===== config.mk =====
export PLATFORM = sky130hd
export DESIGN_NAME = sha256_msg_schedule
export DESIGN_NICKNAME = d
export VERILOG_FILES = /design/src/rtl/sha256_msg_schedule.sv
export SDC_FILE = /design/constraint.sdc
export NUM_CORES = 1
export LEC_CHECK = 0
export CAP_MARGIN = 20
export CORE_ASPECT_RATIO = 0.5
export CORE_MARGIN = 4
export CORE_UTILIZATION = 40
export CTS_CLUSTER_DIAMETER = 150
export DETAILED_ROUTE_END_ITERATION = 16
export SYNTH_ARGS = -nofsm -noshare
export SYNTH_HDL_FRONTEND = slang
export SYNTH_SLANG_ARGS = --single-unit

===== constraint.sdc =====
create_clock -name clk -period 51.5 [get_ports clk]
set_input_delay 10.3 -clock clk [delete_from_list [all_inputs] [get_ports clk]]
set_output_delay 10.3 -clock clk [all_outputs]
set_load 0.02 [all_outputs]

===== src/rtl/sha256_msg_schedule.sv =====
// SHA-256 message-schedule expander.
// Loads one 512-bit block as sixteen 32-bit words, then streams W[0..63].
// A 16-word sliding window holds W[t..t+15]. Each output handshake shifts the
// window by one word and appends the next schedule word.
//
// Handshake rule (both ports): a transfer happens on a rising clk edge where
// valid && ready are both 1. A producer holding valid high keeps its data
// stable until that edge. ready never depends combinationally on the valid of
// the same port, and out_* never depends on in_valid.
module sha256_msg_schedule (
    input  logic        clk,
    input  logic        rst,
    input  logic        in_valid,
    output logic        in_ready,
    input  logic [31:0] in_word,
    output logic        out_valid,
    input  logic        out_ready,
    output logic [31:0] out_word,
    output logic [5:0]  out_index,
    output logic        out_last
);

    localparam logic [0:0] ST_LOAD = 1'b0;
    localparam logic [0:0] ST_EMIT = 1'b1;

    logic [0:0]  state;
    logic [3:0]  load_cnt;
    logic [5:0]  emit_cnt;
    logic [31:0] w [16];

    logic        load_fire;
    logic        emit_fire;
    logic        win_shift;
    logic [31:0] w_next;
    logic [31:0] w_in;

    function automatic logic [31:0] sigma0(input logic [31:0] x);
        sigma0 = {x[6:0], x[31:7]} ^ {x[17:0], x[31:18]} ^ (x >> 3);
    endfunction

    function automatic logic [31:0] sigma1(input logic [31:0] x);
        sigma1 = {x[16:0], x[31:17]} ^ {x[18:0], x[31:19]} ^ (x >> 10);
    endfunction

    // Handshake decode, next schedule word and the word fed into the window.
    always_comb begin
        in_ready  = (state == ST_LOAD);
        out_valid = (state == ST_EMIT);
        out_word  = (state == ST_EMIT) ? w[0] : 32'd0;
        out_index = emit_cnt;
        out_last  = (state == ST_EMIT) && (emit_cnt == 6'd63);
        load_fire = (state == ST_LOAD) && in_valid;
        emit_fire = (state == ST_EMIT) && out_ready;
        win_shift = load_fire || emit_fire;
        // Words produced after t = 47 are never presented; the same update
        // runs anyway to keep the control trivial.
        w_next    = sigma1(w[14]) + w[9] + sigma0(w[1]) + w[0];
        w_in      = (state == ST_LOAD) ? in_word : w_next;
    end

    // Sliding window: shift toward w[0] and append at w[15] on each handshake.
    always_ff @(posedge clk) begin
        if (rst) begin
            for (int i = 0; i < 16; i++) begin
                w[i] <= 32'd0;
            end
        end else if (win_shift) begin
            for (int i = 0; i < 15; i++) begin
                w[i] <= w[i + 1];
            end
            w[15] <= w_in;
        end
    end

    // LOAD/EMIT sequencing with the load and emit counters.
    always_ff @(posedge clk) begin
        if (rst) begin
            state    <= ST_LOAD;
            load_cnt <= 4'd0;
            emit_cnt <= 6'd0;
        end else begin
            case (state)
                ST_LOAD: begin
                    if (load_fire) begin
                        if (load_cnt == 4'd15) begin
                            state    <= ST_EMIT;
                            load_cnt <= 4'd0;
                            emit_cnt <= 6'd0;
                        end else begin
                            load_cnt <= load_cnt + 4'd1;
                        end
                    end
                end
                ST_EMIT: begin
                    if (emit_fire) begin
                        if (emit_cnt == 6'd63) begin
                            state    <= ST_LOAD;
                            emit_cnt <= 6'd0;
                        end else begin
                            emit_cnt <= emit_cnt + 6'd1;
                        end
                    end
                end
                default: begin
                    state <= ST_LOAD;
                end
            endcase
        end
    end

endmodule


==> results of run 1 <==
[sequential cells by signal (all words and copies together), names as in the netlist]
signal and cells:
out_index 6, out_valid 1, w 512, load_cnt 4
[stage by stage]
| step | util [%] | instance area (µm²) |
|---|---|---|
| final | 45.8 | 27300 |
| after global routing | 45.8 | 27300 |
| after CTS | 45.8 | 27300 |
| after detailed placement | 43.2 | 25700 |
| after global placement | 43.2 | 25700 |
| after floorplan | - | 24300 |
[routing by layer]
layer | vias up | GRT usage [%] | wire length, µm
li1 | 6137 | - | -
met1 | 6415 | 24.6 | 25600
met5 | - | 0 | 0
met2 | 307 | 23.8 | 22600
met4 | 0 | 3.63 | 1030
met3 | 73 | 3.03 | 2980
[cell type report]
class | count | area, µm² | area share, %
sequential | 523 | 15600 | 57.2
clock buffer | 58 | 1260 | 4.62
multi-input combinational | 1047 | 7750 | 28.4
clock inverter | 28 | 275 | 1.01
tap | 812 | 1020 | 3.72
timing repair buffer | 86 | 862 | 3.16
inverter | 141 | 529 | 1.94
[power by group through the flow]
| stage | sequential [mW] | combinational, mW | clock (mW) |
|---|---|---|---|
| after floorplan | 0.527 | 0.236 | 0 |
| after global placement | 0.527 | 0.312 | 0 |
| after detailed placement | 0.527 | 0.313 | 0 |
| after CTS | 0.518 | 0.316 | 0.364 |
| after global routing | 0.521 | 0.351 | 0.383 |
| final | 0.518 | 0.320 | 0.354 |
[Yosys cell counts (3+ instances only)]
cell      instances
nor2_1           72
a21o_1           13
edfxtp_1        512
a32o_1            3
xnor2_1         121
buf_2             4
o21bai_1          5
nand3b_1          4
buf_1             4
fa_1             62
xor2_1           20
clkbuf_1         64
dfxtp_1          11
nand2b_1          3
inv_1           141
nand4_1          10
nand3_1          11
ha_1             33
nor3_1           13
mux2i_1          11
and2_1          324
o31ai_1           5
o21a_1            6
and3_1            5
o21ai_0          31
nor2b_1         165
or3_1             7
a21oi_2           5
nand2_1          44
a21oi_1          38
clkbuf_8          5
[worst min-delay path, delay by kind of cell (launching register included)]
| family | cells | cell delay (ns) |
|---|---|---|
| AOI/OAI and AO/OA | 2 | 0.13 |
| DFF | 1 | 0.33 |
[final timing paths]
check | from | end | slack (ns) | cells after the start
setup reg to reg | out_valid$_SDFF_PP0_ | w[6][3]$_SDFFCE_PP0P_ | 45.81 | 8
setup / recovery | in_valid | w[6][3]$_SDFFCE_PP0P_ | 36.21 | 8
hold reg to reg | out_index[5]$_SDFFE_PP0P_ | out_index[5]$_SDFFE_PP0P_ | 0.50 | 2
hold / removal | out_index[5]$_SDFFE_PP0P_ | out_index[5]$_SDFFE_PP0P_ | 0.50 | 2
[logic make-up (layout without fill, tap and decap cells)]
logic type               Yosys count  count (layout)  share of synthesized area [%]
AND/OR/NAND/NOR                  669             669                           16.0
buffers and inverters            222             313                           3.82
XOR/XNOR                         141             141                           5.09
multiplexers                      11              11                          0.454
adder cells (fa/ha/maj)           95              95                           6.82
flip-flops                       523             523                           64.3
AO/OA/AOI/OAI                    131             131                           3.51
==> metrics, run 1 <==
hold_ws=0.501 ns; most frequent cells in the layout=edfxtp_1, and2_1, nor2b_1; Synth Warn #=0; CP Cell Sequence=clkdlybuf4s50_1 > nor2b_1 > a21oi_1 > nand2b_4 > buf_4 > buf_12 > buf_4 > buf_4; Worst Hold Class=reg2reg; Syn Std Cell Area=24300 µm²; Core ar.=59600 µm²; WL/cell=19.4 µm; Starting Density=40.7%; Synth area leaders=edfxtp_1, and2_1, fa_1; fin crit period=15.29 ns; fin worst setup slack=36.21 ns; Yosys reg bits=523; Critical Path RT=51.70 ns; die height=182 µm; Top delay family on crit path=buffers and inverters; Gate Count Post-Synth=1792; startpoint types=input pin; Crit Path Class=in2reg; Tcrit/Tclk final=29.7%; CTS sink count=523; outcome=finished, violations left; Worst path slowest cell=buf_4; final wirelength=52200 µm; cell taking the most area after synthesis=edfxtp_1; first-pass GRT wire length=78500 µm; post-synthesis cell type count=57; switching pwr=371 µW; Clk pwr share=29.7%; Max IR drop VDD=0.0269 mV; Most used DFF post-synth=edfxtp_1; Total Power=1.19 mW; total grt overflow=0; DRT iter0 DRCs=1324; Slew HR=-1.54%; number of synthesized flops with an enable pin=512; CTS tree=done; vias in the first global route=12500; I/O Buffers=76; top cell type's share of synthesized area=63.4%; area of the die=64900 µm²; Sw Share=31.1%; FP Rows=63; Buf/Inv on CP=5; unrepaired setup endpoints after global routing=false; CTS Buffer Depth=3; Crit path top cell by count=buf_4; Place WS=35.59 ns; ys async rst share=0%; CTS Hold Bufs=0; Post-Syn Area per Cell=13.5 µm²; setup TNS=0 ns; GP Congestion=0.910; CTS resizes=0; sequential area share after synthesis=64.3%; critical path arrival=15.49 ns; Routed Antenna Nets=0; Clk pin slew, worst setup/hold paths=0.06 ns; most common cell after layout, fill and taps aside=edfxtp_1; Vias per Instance=4.80; area delta synth->final=12.5%; final hold viol count=0; share of post-route cells with drive strength above 1=4.83%; hpwl dp=35600 µm; DRC violations left=0; PwrDens=43.7 nW/µm²; static leakage=10.5 nW; Max Fanout on Critical Path=193; initial antenna violation count=2; Syn Nets=1923; chip width=356 µm; GRT Util Overall=16.1%; # setup viols final=0; share of power burned in registers=43.5%; largest net degree at the start of global routing=320; Worst-Margin Slew=1.52 ns; Max H-tree Level=2; max-slew violations=76; combinational power share=26.8%; Clock Skew=0.0230 ns; Inst Count DP=2608; io pins=77; CTS Buf Count=48; slowest stage delay, CP=0.87 ns; non-filler cells, final=2695; Ant. Diodes=0; Power Internal=821 µW; failing checks=max-slew violations; Clock Latency Late Sink=0.57 ns; root buffer cell=clkbuf_16; Filler cells=5387; CP endpoint kind=flip-flop; vias after detailed routing=12900; Pre-Repair DR Iteration Count=5; Final #Nets=1978; fmax=65.4 MHz; Max Cap Viol=0; post-CTS setup buffers=0
Power figures use the tool's default switching activity.
==> inputs of run 2 (changes only) <==
==> constraint.sdc (replaced) <==
create_clock -name clk -period 13.6 [get_ports clk]
set_input_delay 2.72 -clock clk [delete_from_list [all_inputs] [get_ports clk]]
set_output_delay 2.72 -clock clk [all_outputs]
set_load 0.02 [all_outputs]
==> metrics, run 2 (synthesis gave the netlist of run 1 again) <==
setup TNS=0 ns; Pre-Repair DR Iteration Count=5; total grt overflow=0; Worst path slowest cell=buf_4; Sw Share=31.7%; Worst Hold Class=reg2reg; static leakage=10.5 nW; Biggest register=w; Tcrit/Tclk final=43.8%; fin crit period=5.95 ns; Worst-Margin Slew=1.13 ns; register area=15600 µm²; PwrDens=165 nW/µm²; FP Rows=63; CTS sink count=523; share of power burned in registers=43.6%; startpoint types=input pin; io pins=77; initial antenna violation count=5; fin worst setup slack=7.65 ns; multi-input combinational cell area=7750 µm²; Clk pwr share=29.3%; Util after Layout=45.8%; vias in the first global route=12500; Filler cells=5352; CTS tree=done; hpwl dp=35400 µm; fmax=168 MHz; Clock Skew=0.0272 ns; Largest register FFs=512; WL/cell=19.4 µm; share of post-route cells with drive strength above 1=5.19%; Place WS=7.04 ns; Crit Path Class=in2reg; first-pass GRT wire length=78400 µm; unrepaired setup endpoints after global routing=false; Ant. Diodes=0; area of the die=64900 µm²; final hold viol count=0; Vias per Instance=4.82; CP Cell Sequence=clkdlybuf4s50_1 > nor2b_1 > a21oi_1 > nand2b_4 > buf_4 > buf_12; Core ar.=59600 µm²; outcome=finished, final reports clean; post-CTS setup buffers=0; CTS Buf Count=48; DRT iter0 DRCs=1277; DRC violations left=0; Slew HR=24.4%; max-slew violations=0; critical path arrival=6.13 ns; largest net degree at the start of global routing=182; switching pwr=1.43 mW; Starting Density=40.7%; die height=182 µm; Clock Latency Late Sink=0.58 ns; combinational power share=27.2%; root buffer cell=clkbuf_16; vias after detailed routing=13000; slowest stage delay, CP=0.86 ns; Power Internal=3.07 mW; CTS Buffer Depth=3; Clk pin slew, worst setup/hold paths=0.06 ns; # setup viols final=0; most frequent cells in the layout=edfxtp_1, and2_1, nor2b_1; Max Fanout on Critical Path=170; GRT Util Overall=16.1%; area delta synth->final=12.4%; Top delay family on crit path=buffers and inverters; Final #Nets=1980; CTS Hold Bufs=0; Max Cap Viol=0; Inst Count DP=2610; Max H-tree Level=2; non-filler cells, final=2700; GP Congestion=0.924; final wirelength=52200 µm; Buf/Inv on CP=3; CTS resizes=0; CP endpoint kind=flip-flop; Critical Path RT=13.78 ns; I/O Buffers=76; most common cell after layout, fill and taps aside=edfxtp_1; chip width=356 µm; Routed Antenna Nets=0; Max IR drop VDD=0.0840 mV
==> run 2: cell count changes in the layout (fill, tap and decap cells not counted) <==
cell	delta
inv_8	+1
clkinvlp_4	-1
clkinv_1	+3
inv_6	+4
clkinvlp_2	+1
clkinv_4	-1
inv_16	-1
buf_4	+2
clkinv_2	+4
clkbuf_1	-5
bufinv_16	-2
==> run 2: stage by stage <==
| stage | hold slack (ns) | area, µm² | power, mW |
|---|---|---|---|
| after floorplan | 0.488 | 24300 | 2.87 |
| after global placement | 0.498 | 25800 | 3.18 |
| after detailed placement | 0.502 | 25800 | 3.19 |
| after CTS | 0.496 | 27300 | 4.52 |
| after global routing | 0.526 | 27300 | 4.74 |
| final | 0.504 | 27300 | 4.50 |
==> run 2: power groups by stage <==
stage	sequential, mW	combinational [mW]	clock (mW)
5_1_grt	1.97	1.35	1.43
3_3_place_gp	1.99	1.19	0
2_1_floorplan	1.98	0.894	0
4_1_cts	1.96	1.20	1.35
6_report	1.96	1.22	1.32
3_5_place_dp	1.99	1.19	0
==> run 2: cell type report <==
class / instances / area share (%)
well taps: 812 / 3.73
clock buffers: 53 / 4.55
repair buffers: 88 / 3.22
clock inverters: 36 / 0.959
flip-flops and latches: 523 / 57.2
multi-input cells: 1047 / 28.4
inverters: 141 / 1.94
==> run 2: worst paths after layout <==
path                                             start                      to  slack [ns]  cells past startpoint
worst min-delay path            w[4][10]$_SDFFCE_PN0P_  w[3][42]$_SDFFCE_PN0P_        0.50                      1
worst min register to register  w[4][10]$_SDFFCE_PN0P_  w[3][42]$_SDFFCE_PN0P_        0.50                      1
worst max register to register  w[7][20]$_SDFFCE_PP0P_  w[7][53]$_SDFFCE_PP0P_        8.45                     16
worst max-delay path                          in_valid  w[3][16]$_SDFFCE_PN0P_        7.65                      6
==> run 2: per-layer routing <==
| metal | up-vias | global-route usage (%) | routed length (µm) |
|---|---|---|---|
| met5 | - | 0 | 0 |
| met4 | 0 | 3.37 | 974 |
| met3 | 63 | 2.99 | 3380 |
| met2 | 331 | 23.9 | 22500 |
| met1 | 6470 | 24.6 | 25400 |
| li1 | 6144 | - | - |
